### src/rtl/irq_gateway.sv
// Purpose : per-source IRQ gateway (sync, level/edge capture, enable, pend/serve tracking) feeding the PLIC.
// Latency : irq_in rise -> sources bit after SYNC_STAGES+1 clocks; sources -> top_id/irq_any +1 clock.
// Backpr. : none; claim/complete strobes act as the handshake, so a source stays pending until claimed.
//
// Ports:
//   clk, rst                 clock, asynchronous active-high reset
//   irq_in[NUM_SRC]          raw peripheral lines (asynchronous); irq_in[k] is source ID k+1
//   irq_en[NUM_SRC]          per-source enable, gates entry into the pending state only
//   claim_en/claim_id        PLIC claim strobe and ID
//   complete_en/complete_id  handler completion strobe and ID
//   sources[NUM_SRC+1]       pending vector to the PLIC, bit 0 tied low
//   irq_any                  registered OR of sources
//   top_id                   registered lowest pending ID, 0 when nothing is pending
module irq_gateway #(
    parameter int                 NUM_SRC     = 31,
    parameter int                 SYNC_STAGES = 2,
    parameter logic [NUM_SRC-1:0] EDGE_MASK   = '0,
    parameter int                 ID_W        = 6
) (
    input  logic               clk,
    input  logic               rst,
    input  logic [NUM_SRC-1:0] irq_in,
    input  logic [NUM_SRC-1:0] irq_en,
    input  logic               claim_en,
    input  logic [ID_W-1:0]    claim_id,
    input  logic               complete_en,
    input  logic [ID_W-1:0]    complete_id,
    output logic [NUM_SRC:0]   sources,
    output logic               irq_any,
    output logic [ID_W-1:0]    top_id
);

    typedef enum logic [1:0] {
        ST_IDLE = 2'd0,
        ST_PEND = 2'd1,
        ST_SERV = 2'd2
    } state_e;

    // ------------------------------------------------------------------
    // Input synchronisers and edge history
    // ------------------------------------------------------------------
    logic [NUM_SRC-1:0] sync_q [SYNC_STAGES];
    logic [NUM_SRC-1:0] sync_d [SYNC_STAGES];
    logic [NUM_SRC-1:0] prev_q;
    logic [NUM_SRC-1:0] prev_d;
    logic [NUM_SRC-1:0] sync_s;
    logic [NUM_SRC-1:0] req;

    always_comb begin
        sync_d[0] = irq_in;
        for (int i = 1; i < SYNC_STAGES; i++) begin
            sync_d[i] = sync_q[i-1];
        end
    end

    assign sync_s = sync_q[SYNC_STAGES-1];
    assign prev_d = sync_s;

    // Edge sources see a one-cycle pulse on the synchronised rise; level
    // sources request for as long as the synchronised line is high.
    assign req = (sync_s & ~prev_q & EDGE_MASK) | (sync_s & ~EDGE_MASK);

    // ------------------------------------------------------------------
    // Per-source request state
    // ------------------------------------------------------------------
    state_e             state_q [NUM_SRC];
    state_e             state_d [NUM_SRC];
    logic [NUM_SRC-1:0] defer_q;
    logic [NUM_SRC-1:0] defer_d;
    logic [NUM_SRC-1:0] claim_hit;
    logic [NUM_SRC-1:0] cmp_hit;
    logic [NUM_SRC-1:0] edge_req;
    logic [NUM_SRC-1:0] pend;

    // ID 0 and IDs above NUM_SRC never match any source, so they fall out
    // as no-ops without an explicit range check.
    always_comb begin
        claim_hit = '0;
        cmp_hit   = '0;
        for (int k = 0; k < NUM_SRC; k++) begin
            claim_hit[k] = claim_en    && (claim_id    == ID_W'(k + 1));
            cmp_hit[k]   = complete_en && (complete_id == ID_W'(k + 1));
        end
    end

    // An enabled edge request that arrives while the source cannot accept
    // it directly; only these are remembered in the deferred flag.
    assign edge_req = EDGE_MASK & req & irq_en;

    always_comb begin
        for (int k = 0; k < NUM_SRC; k++) begin
            state_d[k] = state_q[k];
            defer_d[k] = defer_q[k];
            case (state_q[k])
                ST_IDLE: begin
                    // A request while disabled is simply lost.
                    if (req[k] && irq_en[k]) begin
                        state_d[k] = ST_PEND;
                    end
                end
                ST_PEND: begin
                    // Further requests merge into the pending one. A claim in
                    // the same cycle as a new edge still serves the old one and
                    // keeps the new edge as deferred.
                    if (claim_hit[k]) begin
                        state_d[k] = ST_SERV;
                        if (edge_req[k]) begin
                            defer_d[k] = 1'b1;
                        end
                    end
                end
                ST_SERV: begin
                    if (cmp_hit[k]) begin
                        // Deferred edge goes straight back to pending; a level
                        // line re-pends naturally from IDLE one cycle later.
                        state_d[k] = (defer_q[k] || edge_req[k]) ? ST_PEND : ST_IDLE;
                        defer_d[k] = 1'b0;
                    end else if (edge_req[k]) begin
                        defer_d[k] = 1'b1;
                    end
                end
                default: begin
                    state_d[k] = ST_IDLE;
                    defer_d[k] = 1'b0;
                end
            endcase
        end
    end

    always_comb begin
        pend = '0;
        for (int k = 0; k < NUM_SRC; k++) begin
            pend[k] = (state_q[k] == ST_PEND);
        end
    end

    // Decoded directly from the state flops so a new pend is visible to the
    // PLIC in the same cycle the state register updates.
    assign sources = {pend, 1'b0};

    // ------------------------------------------------------------------
    // Summary outputs
    // ------------------------------------------------------------------
    logic            irq_any_q;
    logic            irq_any_d;
    logic [ID_W-1:0] top_id_q;
    logic [ID_W-1:0] top_id_d;

    always_comb begin
        irq_any_d = |sources;
        top_id_d  = '0;
        // Scan downwards so the lowest pending ID is the last one written.
        for (int k = NUM_SRC - 1; k >= 0; k--) begin
            if (sources[k+1]) begin
                top_id_d = ID_W'(k + 1);
            end
        end
    end

    assign irq_any = irq_any_q;
    assign top_id  = top_id_q;

    // ------------------------------------------------------------------
    // Registers
    // ------------------------------------------------------------------
    always_ff @(posedge clk or posedge rst) begin
        if (rst) begin
            for (int i = 0; i < SYNC_STAGES; i++) begin
                sync_q[i] <= '0;
            end
            for (int k = 0; k < NUM_SRC; k++) begin
                state_q[k] <= ST_IDLE;
            end
            prev_q    <= '0;
            defer_q   <= '0;
            irq_any_q <= 1'b0;
            top_id_q  <= '0;
        end else begin
            for (int i = 0; i < SYNC_STAGES; i++) begin
                sync_q[i] <= sync_d[i];
            end
            for (int k = 0; k < NUM_SRC; k++) begin
                state_q[k] <= state_d[k];
            end
            prev_q    <= prev_d;
            defer_q   <= defer_d;
            irq_any_q <= irq_any_d;
            top_id_q  <= top_id_d;
        end
    end

endmodule

### config.mk
export PLATFORM = sky130hd
export DESIGN_NAME = irq_gateway
export DESIGN_NICKNAME = d
export VERILOG_FILES = /design/src/rtl/irq_gateway.sv
export SDC_FILE = /design/constraint.sdc
export NUM_CORES = 1
export LEC_CHECK = 0
export ABC_AREA = 1
export CAP_MARGIN = 0
export CORE_ASPECT_RATIO = 1.2
export CORE_MARGIN = 2
export CORE_UTILIZATION = 55
export CTS_BUF_LIST = sky130_fd_sc_hd__clkbuf_16
export CTS_CLUSTER_DIAMETER = 60
export DETAILED_ROUTE_END_ITERATION = 10
export MAX_ROUTING_LAYER = met4
export PLACE_DENSITY = 0.94
export SYNTH_ARGS = -nofsm -noshare
export SYNTH_HDL_FRONTEND = slang
export SYNTH_SLANG_ARGS = --single-unit
### constraint.sdc
create_clock -name clk -period 7.65 [get_ports clk]
set_clock_uncertainty 0.05 [all_clocks]
set_input_delay 0.765 -clock clk [delete_from_list [all_inputs] [get_ports clk]]
set_output_delay 0.765 -clock clk [all_outputs]
set_load 0.05 [all_outputs]
---- Yosys cells after proc, flatten, opt, wreduce, memory -nomap -nowiden ----
Index checks and enable logic that the tools add are counted.
storage, ports and cells
  register bits ........................... 162
  output and inout port bits .............. 39
  word-level logic and storage cells ...... 780
cells by class
  equality and inequality tests ........... 217
  mux-type cells .......................... 248
  bitwise gates (word level) .............. 31
  reduce and logical (&&, ||, !) cells .... 218
operators with widths
  cell                                                   number
  equality test 6 x 5 -> 1 bit, second input constant    32
  two-way mux 2 bit                                      93
  one-hot mux 2 bit (3 select lines)                     31
  two-way mux 6 bit                                      30
  inequality test 2 bit, second input constant           62
  equality test 6 x 4 -> 1 bit, second input constant    16
  logical AND 1 bit                                      93
  AND reduction 3 bit                                    31
  equality test 2 x 1 -> 1 bit, second input constant    31
  equality test 2 bit, second input constant             31
  logical NOT 2 bit                                      31
  two-way mux 1 bit                                      62
  inequality test 2 x 1 -> 1 bit, second input constant  31
  one-hot mux 1 bit (2 select lines)                     31
  AND reduction 2 bit                                    31
  OR reduction 2 bit                                     31
  equality test 6 x 3 -> 1 bit, second input constant    8
  NOT 1 bit                                              31
  OR reduction 31 bit                                    1
  equality test 6 x 2 -> 1 bit, second input constant    4
  equality test 6 x 1 -> 1 bit, second input constant    2
  two-way mux 5 bit                                      1

---- Depth between registers and ports, before layout ----
Gate-level depths: netlist of run 1.
  depth in word-level cells ............... 32
  depth in mapped cells ................... 26
  depth with buffers taken out ............ 26

---- Least setup slack after synthesis of run 1 ----
OpenSTA, ideal clock, no wires.
  path kind ............................... input port to flip-flop
  from .................................... input port claim_id[5]
  to ...................................... register state_q[32] in the netlist's numbering
  arrival ................................. 1.786 ns
  path slack .............................. 5.692 ns
  stages on the path ...................... 4
  cells stage by stage .................... nor3b_1 clkbuf_1 nand2_1 a32o_1
on the way
  cells in the longest elaborated chain, start to end .. 4
RTL lines
  element                                          line  text
  start: declaration                               25    input logic [ID_W-1:0] claim_id,
  equality test 6 x 4 -> 1 bit                     81    claim_hit[k] = claim_en && (claim_id == ID_W'(k + 1));
  logical AND 1 bit                                81
  inequality test 2 x 1 -> 1 bit (no source line)  n/a
  AND reduction 3 bit (no source line)             n/a
  end signal: indexed assignment                   183   state_q[k] <= state_d[k];
  end: declaration                                 66    state_e state_q [NUM_SRC];
No other way between the ends.
A chain may end at the register's enable or synchronous reset.

---- Final worst setup path of run 1 ----
  from .................................... register state_q[31] in the netlist's numbering
  to ...................................... output port sources[16]
on the way
  cells in the longest elaborated chain, start to end .. 1
RTL lines
  element                       line  text
  equality test 2 x 1 -> 1 bit  133   pend[k] = (state_q[k] == ST_PEND);
  end: declaration              28    output logic [NUM_SRC:0] sources,
No other way between the ends.

==> flow_metrics.py, run 1 <==
metrics = {
    "run_status": {
        "outcome": "completed",
    },
    "routing": {
        "ant_nets": 0,
        "drc": 0,
        "wl_per_cell_um": 16.7,
        "drt_iter0_markers": 369,
        "met1Wirelength_um": 5610,
        "viasPerCell": 5.36,
        "firstDrtPassIters": 5,
        "topRoutingLayerUsed": "met4",
        "wl_met2_um": 7340,
        "dr_wl_met3_um": 754,
        "wl_um": 14100,
        "num_vias": 4533,
    },
    "logic_synthesis": {
        "synthArstFlopShare": 1.00,
        "synth_area_leader_cell": "dfrtp_1",
        "synth_seq_cells": 130,
        "synth-main-ff-cell": "dfrtp_1",
        "synth.yosys.seq_area_share": 0.587,
        "yosys_warnings": 0,
        "synthTopCellsByArea": "dfrtp_1 (59%), nand2_1 (7.9%), nor2_1 (6.4%)",
        "yosysTopAreaCellShare": 0.587,
        "syn_avg_cell_area_um2": 9.17,
        "yosys.cell_types.count": 29,
        "synth_edf_count": 0,
        "syn_inst": 605,
        "syn-cell-area_um2": 5550,
    },
    "power": {
        "p_switching_w": 0.00107,
        "p_seq_frac": 0.328,
        "clkPwrFrac": 0.293,
        "powerDensity_nw_per_um2": 376,
        "power_frac_comb": 0.379,
        "swShare": 0.396,
        "total_leakage_power_nw": 3.41,
        "intPower_w": 0.00163,
        "p_total_w": 0.00271,
        "ir_drop_uv": 283,
    },
    "grt": {
        "grt_usage": 0.284,
        "grt_start_max_net_pins": 76,
        "grt_overflow": 0,
        "grt_pass1_vias": 4740,
        "grt_pass1_wl_um": 22400,
        "antenna_found_initial": 0,
    },
    "final_layout": {
        "multi_input_area_um2": 1680,
        "post-route-util": 0.726,
        "mostFrequentLayoutCells": "dfrtp_1 (130), nand2_1 (116), clkdlybuf4s50_1 (114)",
        "area.growth.synth_to_final_pct": 29.8,
        "drive_above_1_share": 0.0723,
        "final_nets": 784,
        "fillers": 708,
        "final_common_cell": "dfrtp_1",
        "layoutNonFillerInstCount": 845,
        "diodes": 0,
        "seq_area_um2": 3250,
    },
    "sta": {
        "final-setup-viol-count": 0,
        "rsz0062_at_grt": "no",
        "worstMarginPinSlew_ns": 1.38,
        "slew_violations": 0,
        "max-slew-margin-rel": 0.0793,
        "tns_ns": 0,
        "post-route-min-period_ns": 2.80,
        "setup_slack_ns": 4.85,
        "hold_viol_final": 0,
        "max_freq_mhz": 357,
        "finalCritPeriodShare": 0.366,
    },
    "setup_path": {
        "path_max_fanout": 4,
        "path_class": "reg2out",
        "cp.arrival_ns": 1.99,
        "cp-end-kind": "output port",
        "reg2reg_from": "state_q[3]$_DFFE_PP0P_",
        "worst-endpoint-required_ns": 6.84,
        "cp-endpoint": "sources[16]",
        "rr_endpoint": "top_id[0]$_DFF_PP0_",
        "r2r_slack_ns": 5.48,
        "reg2reg_depth": 26,
        "start_kind": "flip-flop",
        "cp-startpoint": "state_q[31]$_DFFE_PP0P_",
    },
    "clock_tree": {
        "cts_tree": "built",
        "clock-sinks": 130,
        "h-tree-depth": 4,
        "root_buffer": "clkbuf_16",
        "postCtsHoldBufs": 0,
        "cts_resized": 0,
        "numCtsBuffers": 17,
        "cts_setup_buffers": 0,
        "clk_pin_slew_ns": 0.06,
        "insertion_delay_ns": 0.42,
        "ctsLongestPathBuffers": 2,
    },
    "placed_design": {
        "dp_cells": 813,
        "numPortBuffers": 114,
        "pre_cts_slack_ns": 4.62,
        "place.gp.congestion": 0.909,
        "hpwl_um": 9940,
    },
    "die": {
        "die_x_um": 95.7,
        "die_h_um": 114,
        "io_pins": 117,
        "initial_core_util": 0.560,
        "core_area_um2": 9910,
        "die_area_um2": 10900,
        "rows": 40,
    },
    "min_path": {
        "hold_class": "reg2reg",
    },
    "run": {
        "maxCapViolations": 0,
    },
}
logic make-up (layout without fill, tap and decap cells):
group	count (synthesis)	after routing	share of synthesized area
simple gates	250	250	0.185
buf+inv	133	246	0.112
flops	130	130	0.587
compound gates	91	91	0.115
other cells	1	2	0.000676
critical path, cell delays in order, from the launching register on:
cell,delay (ns)
dfrtp_1,0.40
nor2_1,0.30
clkdlybuf4s50_1,0.87
per-layer routing:
layer / track usage / vias to the layer above
met5: - / -
met4: 0.130 / 0
met3: 0.0548 / 39
met2: 0.470 / 171
met1: 0.333 / 2211
li1: - / 2112
cell type report:
cell class / count / share of cell area
inverters: 98 / 0.0515
clock inverters: 15 / 0.0217
multi-input cells: 343 / 0.233
well taps: 126 / 0.0219
flip-flops and latches: 130 / 0.452
clock buffers: 17 / 0.0591
repair buffers: 116 / 0.161
flip-flops by register name (all words and copies together), names as in the netlist:
register  cells
prev_d       31
irq_any       1
sync_d       31
state_q      62
top_id        5
worst min path at each step:
stage                            to  slack [ns]                 start  cells past startpoint
2_1_floorplan   prev_d[0]$_DFF_PP0_        0.28   sync_d[0]$_DFF_PP0_                      0
3_3_place_gp   prev_d[16]$_DFF_PP0_        0.28  sync_d[16]$_DFF_PP0_                      0
3_5_place_dp   prev_d[26]$_DFF_PP0_        0.28  sync_d[26]$_DFF_PP0_                      0
4_1_cts        prev_d[26]$_DFF_PP0_        0.30  sync_d[26]$_DFF_PP0_                      0
5_1_grt        prev_d[26]$_DFF_PP0_        0.30  sync_d[26]$_DFF_PP0_                      0
6_report       prev_d[26]$_DFF_PP0_        0.30  sync_d[26]$_DFF_PP0_                      0
through the flow:
stage	hold WS, ns	area [um^2]
2_1_floorplan	0.281	5550
3_3_place_gp	0.282	6620
3_5_place_dp	0.285	6620
4_1_cts	0.297	7200
5_1_grt	0.303	7200
6_report	0.297	7200
power groups by stage:
stage	combinational (W)	clock [W]	sequential, W
floorplan	0.000791	0	0.000895
finish	0.00103	0.000792	0.000889
global placement	0.000972	0	0.000886
global route	0.00110	0.000834	0.000902
detailed placement	0.00100	0	0.000894
CTS	0.00102	0.000793	0.000887
cell usage after synthesis (4+ instances only):
master,instances
o211ai_1,12
o31ai_1,4
nand3_1,22
nor2_1,94
inv_1,93
nor3_1,5
inv_2,5
dfrtp_1,130
a31o_2,4
o21ai_0,27
nand2_1,116
a32o_1,20
buf_4,33
a21oi_1,14
Power figures use the tool's default switching activity.
==> run 2, diff against run 1 <==
--- a/config.mk
+++ b/config.mk
@@ -9,12 +9,12 @@
 export CAP_MARGIN = 0
 export CORE_ASPECT_RATIO = 1.2
 export CORE_MARGIN = 2
-export CORE_UTILIZATION = 55
+export CORE_UTILIZATION = 51
 export CTS_BUF_LIST = sky130_fd_sc_hd__clkbuf_16
 export CTS_CLUSTER_DIAMETER = 60
 export DETAILED_ROUTE_END_ITERATION = 10
 export MAX_ROUTING_LAYER = met4
-export PLACE_DENSITY = 0.94
+export PLACE_DENSITY = 0.89
 export SYNTH_ARGS = -nofsm -noshare
 export SYNTH_HDL_FRONTEND = slang
 export SYNTH_SLANG_ARGS = --single-unit
==> constraint.sdc (replaced) <==
create_clock -name clk -period 2.8 [get_ports clk]
set_clock_uncertainty 0.05 [all_clocks]
set_input_delay 0.28 -clock clk [delete_from_list [all_inputs] [get_ports clk]]
set_output_delay 0.28 -clock clk [all_outputs]
set_load 0.05 [all_outputs]
==> run 2 against run 1 <==
Net effect: setup slack got worse by 4.4 ns; final cell count increased by 1.3%; clock power increased to 3.0 times the previous value; non-clock buffer count increased by 7; via count increased by 1.8%; clock-buffer cell count unchanged; register-to-register slack got worse by 4.6 ns; global-route usage decreased by 1.1 points; sequential power increased to 2.7 times the previous value; worst hold slack got worse by 0.053 ns; flip-flop and latch count unchanged; critical endpoint is now sources[6]; largest cell class unchanged.
==> flow_metrics.py, run 2 (synthesis gave the netlist of run 1 again) <==
metrics = {
    "sta": {
        "max-slew-margin-rel": 0.533,
        "rsz0062_at_grt": "no",
        "finalCritPeriodShare": 0.830,
        "max_freq_mhz": 430,
        "tns_ns": 0,
        "post-route-min-period_ns": 2.32,
        "slew_violations": 0,
        "hold_slack_ns": 0.244,
        "final-setup-viol-count": 0,
        "worstMarginPinSlew_ns": 0.699,
        "hold_viol_final": 0,
    },
    "final_layout": {
        "mostFrequentLayoutCells": "dfrtp_1 (130), nand2_1 (116), clkdlybuf4s50_1 (114)",
        "top_register": "state_q",
        "drive_above_1_share": 0.0785,
        "final_nets": 791,
        "area.growth.synth_to_final_pct": 32.4,
        "largest_register_ffs": 62,
        "final_common_cell": "dfrtp_1",
    },
    "clock_tree": {
        "postCtsHoldBufs": 0,
        "clk_pin_slew_ns": 0.06,
        "insertion_delay_ns": 0.42,
        "ctsLongestPathBuffers": 2,
        "h-tree-depth": 4,
        "cts_resized": 0,
        "cts_setup_buffers": 0,
        "clock-sinks": 130,
        "numCtsBuffers": 17,
        "cts_tree": "built",
        "root_buffer": "clkbuf_16",
    },
    "setup_path": {
        "path_max_fanout": 4,
        "path_class": "reg2out",
        "slowest_stage": "clkdlybuf4s50_1",
        "worst-endpoint-required_ns": 2.47,
        "cp-end-kind": "output port",
        "path_cells": "nor2_1 > clkdlybuf4s50_1",
        "reg2reg_from": "state_q[1]$_DFFE_PP0P_",
        "start_kind": "flip-flop",
        "rr_endpoint": "top_id[1]$_DFF_PP0_",
        "r2r_slack_ns": 0.84,
        "cp.arrival_ns": 1.99,
        "cpPeakStageDelay_ns": 0.89,
        "reg2reg_depth": 11,
    },
    "min_path": {
        "hp-start": "irq_in[4]",
        "hold_end": "sync_d[4]$_DFF_PP0_",
        "hold_class": "in2reg",
        "worstHoldPathCells": 1,
    },
    "power": {
        "ir_drop_uv": 456,
        "swShare": 0.381,
        "power_frac_comb": 0.370,
        "intPower_w": 0.00473,
        "p_switching_w": 0.00292,
        "p_seq_frac": 0.319,
        "total_leakage_power_nw": 3.49,
        "clkPwrFrac": 0.311,
        "powerDensity_nw_per_um2": 1040,
    },
    "die": {
        "die_x_um": 99.2,
        "rows": 41,
        "die_area_um2": 11700,
        "core_area_um2": 10600,
        "io_pins": 117,
        "die_h_um": 118,
        "initial_core_util": 0.525,
    },
    "routing": {
        "drt_iter0_markers": 419,
        "viasPerCell": 5.39,
        "num_vias": 4613,
        "wl_um": 14700,
        "firstDrtPassIters": 5,
        "wl_per_cell_um": 17.2,
        "drc": 0,
        "ant_nets": 0,
    },
    "grt": {
        "grt_start_max_net_pins": 41,
        "antenna_found_initial": 1,
        "grt_pass1_wl_um": 23700,
        "grt_usage": 0.273,
        "grt_pass1_vias": 4840,
        "grt_overflow": 0,
    },
    "placed_design": {
        "place.gp.congestion": 1.05,
        "numPortBuffers": 114,
        "hpwl_um": 10600,
    },
    "run_status": {
        "outcome": "completed",
    },
    "run": {
        "maxCapViolations": 0,
    },
}
-- run 2: cell types whose count changed in the layout (fill, tap and decap cells not counted), sizes merged --
cell      delta
inv          -4
diode        +1
bufinv       +3
buf          +7
clkinv       +2
clkinvlp     -1
-- run 2: worst max-delay path by stage --
stage / startpoint / to / slack [ns] / cells past startpoint
finish: state_q[51]$_DFFE_PP0P_ / sources[6] / 0.48 / 2
global route: state_q[50]$_DFFE_PP0P_ / sources[6] / 0.39 / 3
CTS: state_q[42]$_DFFE_PP0P_ / sources[10] / 0.45 / 3
detailed placement: complete_en / state_q[15]$_DFFE_PP0P_ / 0.67 / 6
global placement: complete_en / state_q[13]$_DFFE_PP0P_ / 0.78 / 6
floorplan: rst / irq_any$_DFF_PP0_ / 0.86 / 1
-- run 2: final cells by class --
class                   count  area [um^2]
flip-flops and latches    130         3250
fillers                   769         3220
multi-input cells         343         1680
repair buffers            123         1230
clock buffers              17          425
inverters                  98          372
clock inverters            15          216
well taps                 129          161
diodes                      1         2.50
-- run 2: power by group through the flow --
| stage | combinational (W) | clock [W] | sequential [W] |
|---|---|---|---|
| after floorplan | 0.00216 | 0 | 0.00244 |
| after global placement | 0.00270 | 0 | 0.00242 |
| after detailed placement | 0.00277 | 0 | 0.00245 |
| after CTS | 0.00282 | 0.00241 | 0.00243 |
| after global routing | 0.00305 | 0.00248 | 0.00247 |
| final | 0.00283 | 0.00238 | 0.00244 |
-- run 2: worst max-delay path: cells and delay by family (launching register included) --
family / cells / cell delay [ns]
buffers and inverters: 1 / 0.89
DFF: 1 / 0.43
and+or+nand+nor: 1 / 0.26
-- run 2: per-layer routing --
layer	share of wire	wire length, um	track usage
met1	0.37	5490	0.307
met2	0.51	7510	0.450
met3	0.079	1160	0.0727
met4	0.037	550	0.132
met5	0	0	-
-- run 2: through the flow --
step	total power (W)	area, um^2	instances	setup WS, ns	utilization
2_1_floorplan	0.00461	5550	606	0.861	-
3_3_place_gp	0.00512	6700	823	0.785	0.634
3_5_place_dp	0.00523	6700	823	0.669	0.634
4_1_cts	0.00766	7340	855	0.448	0.695
5_1_grt	0.00801	7340	856	0.391	0.695
6_report	0.00765	7340	856	0.477	0.695
==> run 3, diff against run 2 <==
==> constraint.sdc (replaced) <==
create_clock -name clk -period 2.24 [get_ports clk]
set_clock_uncertainty 0.05 [all_clocks]
set_input_delay 0.224 -clock clk [delete_from_list [all_inputs] [get_ports clk]]
set_output_delay 0.224 -clock clk [all_outputs]
set_load 0.05 [all_outputs]
==> run 3 against run 2 <==
Net effect: clock-buffer cell count is the same; largest power group unchanged; combinational power grew 24%; critical endpoint is now sources[10]; routed wire length shrank 6.5%.
==> flow_metrics.py, run 3 (synthesis gave the netlist of run 1 again) <==
metrics = {
    "run_status": {
        "outcome": "completed",
    },
    "clock_tree": {
        "cts_tree": "built",
        "postCtsHoldBufs": 0,
        "clk_pin_slew_ns": 0.06,
        "insertion_delay_ns": 0.41,
        "clock-sinks": 130,
        "cts_setup_buffers": 0,
        "ctsLongestPathBuffers": 2,
        "h-tree-depth": 4,
        "numCtsBuffers": 17,
        "root_buffer": "clkbuf_16",
    },
    "routing": {
        "drc": 0,
        "wl_per_cell_um": 16.1,
        "viasPerCell": 5.30,
        "ant_nets": 0,
        "firstDrtPassIters": 5,
        "drt_iter0_markers": 293,
        "num_vias": 4518,
        "wl_um": 13800,
    },
    "die": {
        "die_x_um": 99.2,
        "io_pins": 117,
        "die_h_um": 118,
        "initial_core_util": 0.525,
        "rows": 41,
        "die_area_um2": 11700,
        "core_area_um2": 10600,
    },
    "setup_path": {
        "path_class": "reg2out",
        "slowest_stage": "clkdlybuf4s50_1",
        "path_max_fanout": 3,
        "crit_buf_inv": 1,
        "cpPeakStageDelay_ns": 0.86,
        "critical-path-top-delay-family": "buffers and inverters",
        "cp_num_cells": 2,
        "worst-endpoint-required_ns": 1.97,
        "path_cells": "nor2_1 > clkdlybuf4s50_1",
        "reg2reg_depth": 26,
        "cp-end-kind": "output port",
        "cp.arrival_ns": 1.91,
        "start_kind": "flip-flop",
    },
    "sta": {
        "hold_viol_final": 0,
        "post-route-min-period_ns": 2.19,
        "max-slew-margin-rel": 0.635,
        "final-setup-viol-count": 0,
        "finalCritPeriodShare": 0.976,
        "tns_ns": 0,
        "worstMarginPinSlew_ns": 0.546,
        "setup_slack_ns": 0.0535,
        "slew_violations": 0,
        "max_freq_mhz": 457,
        "rsz0062_at_grt": "no",
    },
    "power": {
        "p_total_w": 0.00904,
        "total_leakage_power_nw": 3.53,
        "powerDensity_nw_per_um2": 1250,
        "ir_drop_uv": 634,
    },
    "final_layout": {
        "final_common_cell": "dfrtp_1",
        "top_register": "state_q",
        "diodes": 0,
        "seq_area_um2": 3250,
        "final_nets": 788,
        "area.growth.synth_to_final_pct": 30.7,
        "drive_above_1_share": 0.0761,
        "largest_register_ffs": 62,
        "finish.instance_area_um2": 7250,
        "multi_input_area_um2": 1680,
        "fillers": 768,
        "mostFrequentLayoutCells": "dfrtp_1 (130), nand2_1 (116), clkdlybuf4s50_1 (100)",
    },
    "placed_design": {
        "hpwl_um": 10300,
        "pre_cts_slack_ns": 0.339,
        "place.gp.congestion": 0.948,
        "numPortBuffers": 114,
        "placed_cell_area_um2": 6680,
    },
    "grt": {
        "grt_start_max_net_pins": 57,
        "grt_pass1_vias": 4719,
        "grt_pass1_wl_um": 22300,
        "antenna_found_initial": 0,
        "grt_usage": 0.254,
        "grt_overflow": 0,
    },
    "min_path": {
        "hold_class": "in2async",
    },
    "run": {
        "maxCapViolations": 0,
    },
}
[run 3: cell types whose count changed in the layout (fill, tap and decap cells not counted)]
cell / previous run / this run
diode_2: 1 / 0
clkinv_2: 1 / 5
dlymetal6s2s_1: 0 / 12
clkdlybuf4s50_1: 114 / 100
clkinvlp_4: 3 / 5
bufinv_16: 5 / 1
inv_1: 93 / 92
buf_4: 7 / 4
clkinv_4: 4 / 2
dlygate4sd2_1: 0 / 2
inv_6: 0 / 1
[run 3: final cells by class]
| class | count | share of cell area |
|---|---|---|
| Inverter | 98 | 0.0513 |
| Tap cell | 129 | 0.0223 |
| Multi-Input combinational cell | 343 | 0.232 |
| Sequential cell | 130 | 0.449 |
| Clock buffer | 17 | 0.0587 |
| Clock inverter | 15 | 0.0164 |
| Timing Repair Buffer | 120 | 0.171 |
[run 3: worst paths after layout]
path	start	end	slack, ns
worst max register to register	state_q[3]$_DFFE_PP0P_	top_id[0]$_DFF_PP0_	0.31
worst max-delay path	state_q[43]$_DFFE_PP0P_	sources[10]	0.05
worst min-delay path	rst	state_q[2]$_DFFE_PP0P_	0.18
worst min register to register	sync_d[9]$_DFF_PP0_	prev_d[9]$_DFF_PP0_	0.30
min in group clk	irq_in[15]	sync_d[15]$_DFF_PP0_	0.20
max in group asynchronous	rst	prev_d[3]$_DFF_PP0_	1.32
[run 3: what timing repair did]
| item | 4_1_cts | 5_1_grt |
|---|---|---|
| resized for setup | 2 | 12 |
| pin swaps | 0 | 0 |
| endpoints found under the setup margin | 2 | 12 |
[run 3: layer usage]
layer,wire length [um],GRT usage,part of all wire
met2,7030,0.418,0.51
met1,5230,0.292,0.38
met3,1020,0.0603,0.074
met5,0,-,0
met4,471,0.122,0.034
[run 3: power breakdown]
part	internal (W)	total, W	switching (W)
sequential	0.00278	0.00303	0.000254
clock	0.00151	0.00251	0.00100
combinational	0.00115	0.00350	0.00235
total	0.00544	0.00904	0.00360
[run 3: through the flow]
stage	cells	util	hold slack, ns
2_1_floorplan	606	-	0.205
5_1_grt	852	0.686	0.187
6_report	852	0.686	0.184
3_3_place_gp	820	0.632	0.282
4_1_cts	852	0.683	0.186
3_5_place_dp	820	0.632	0.285
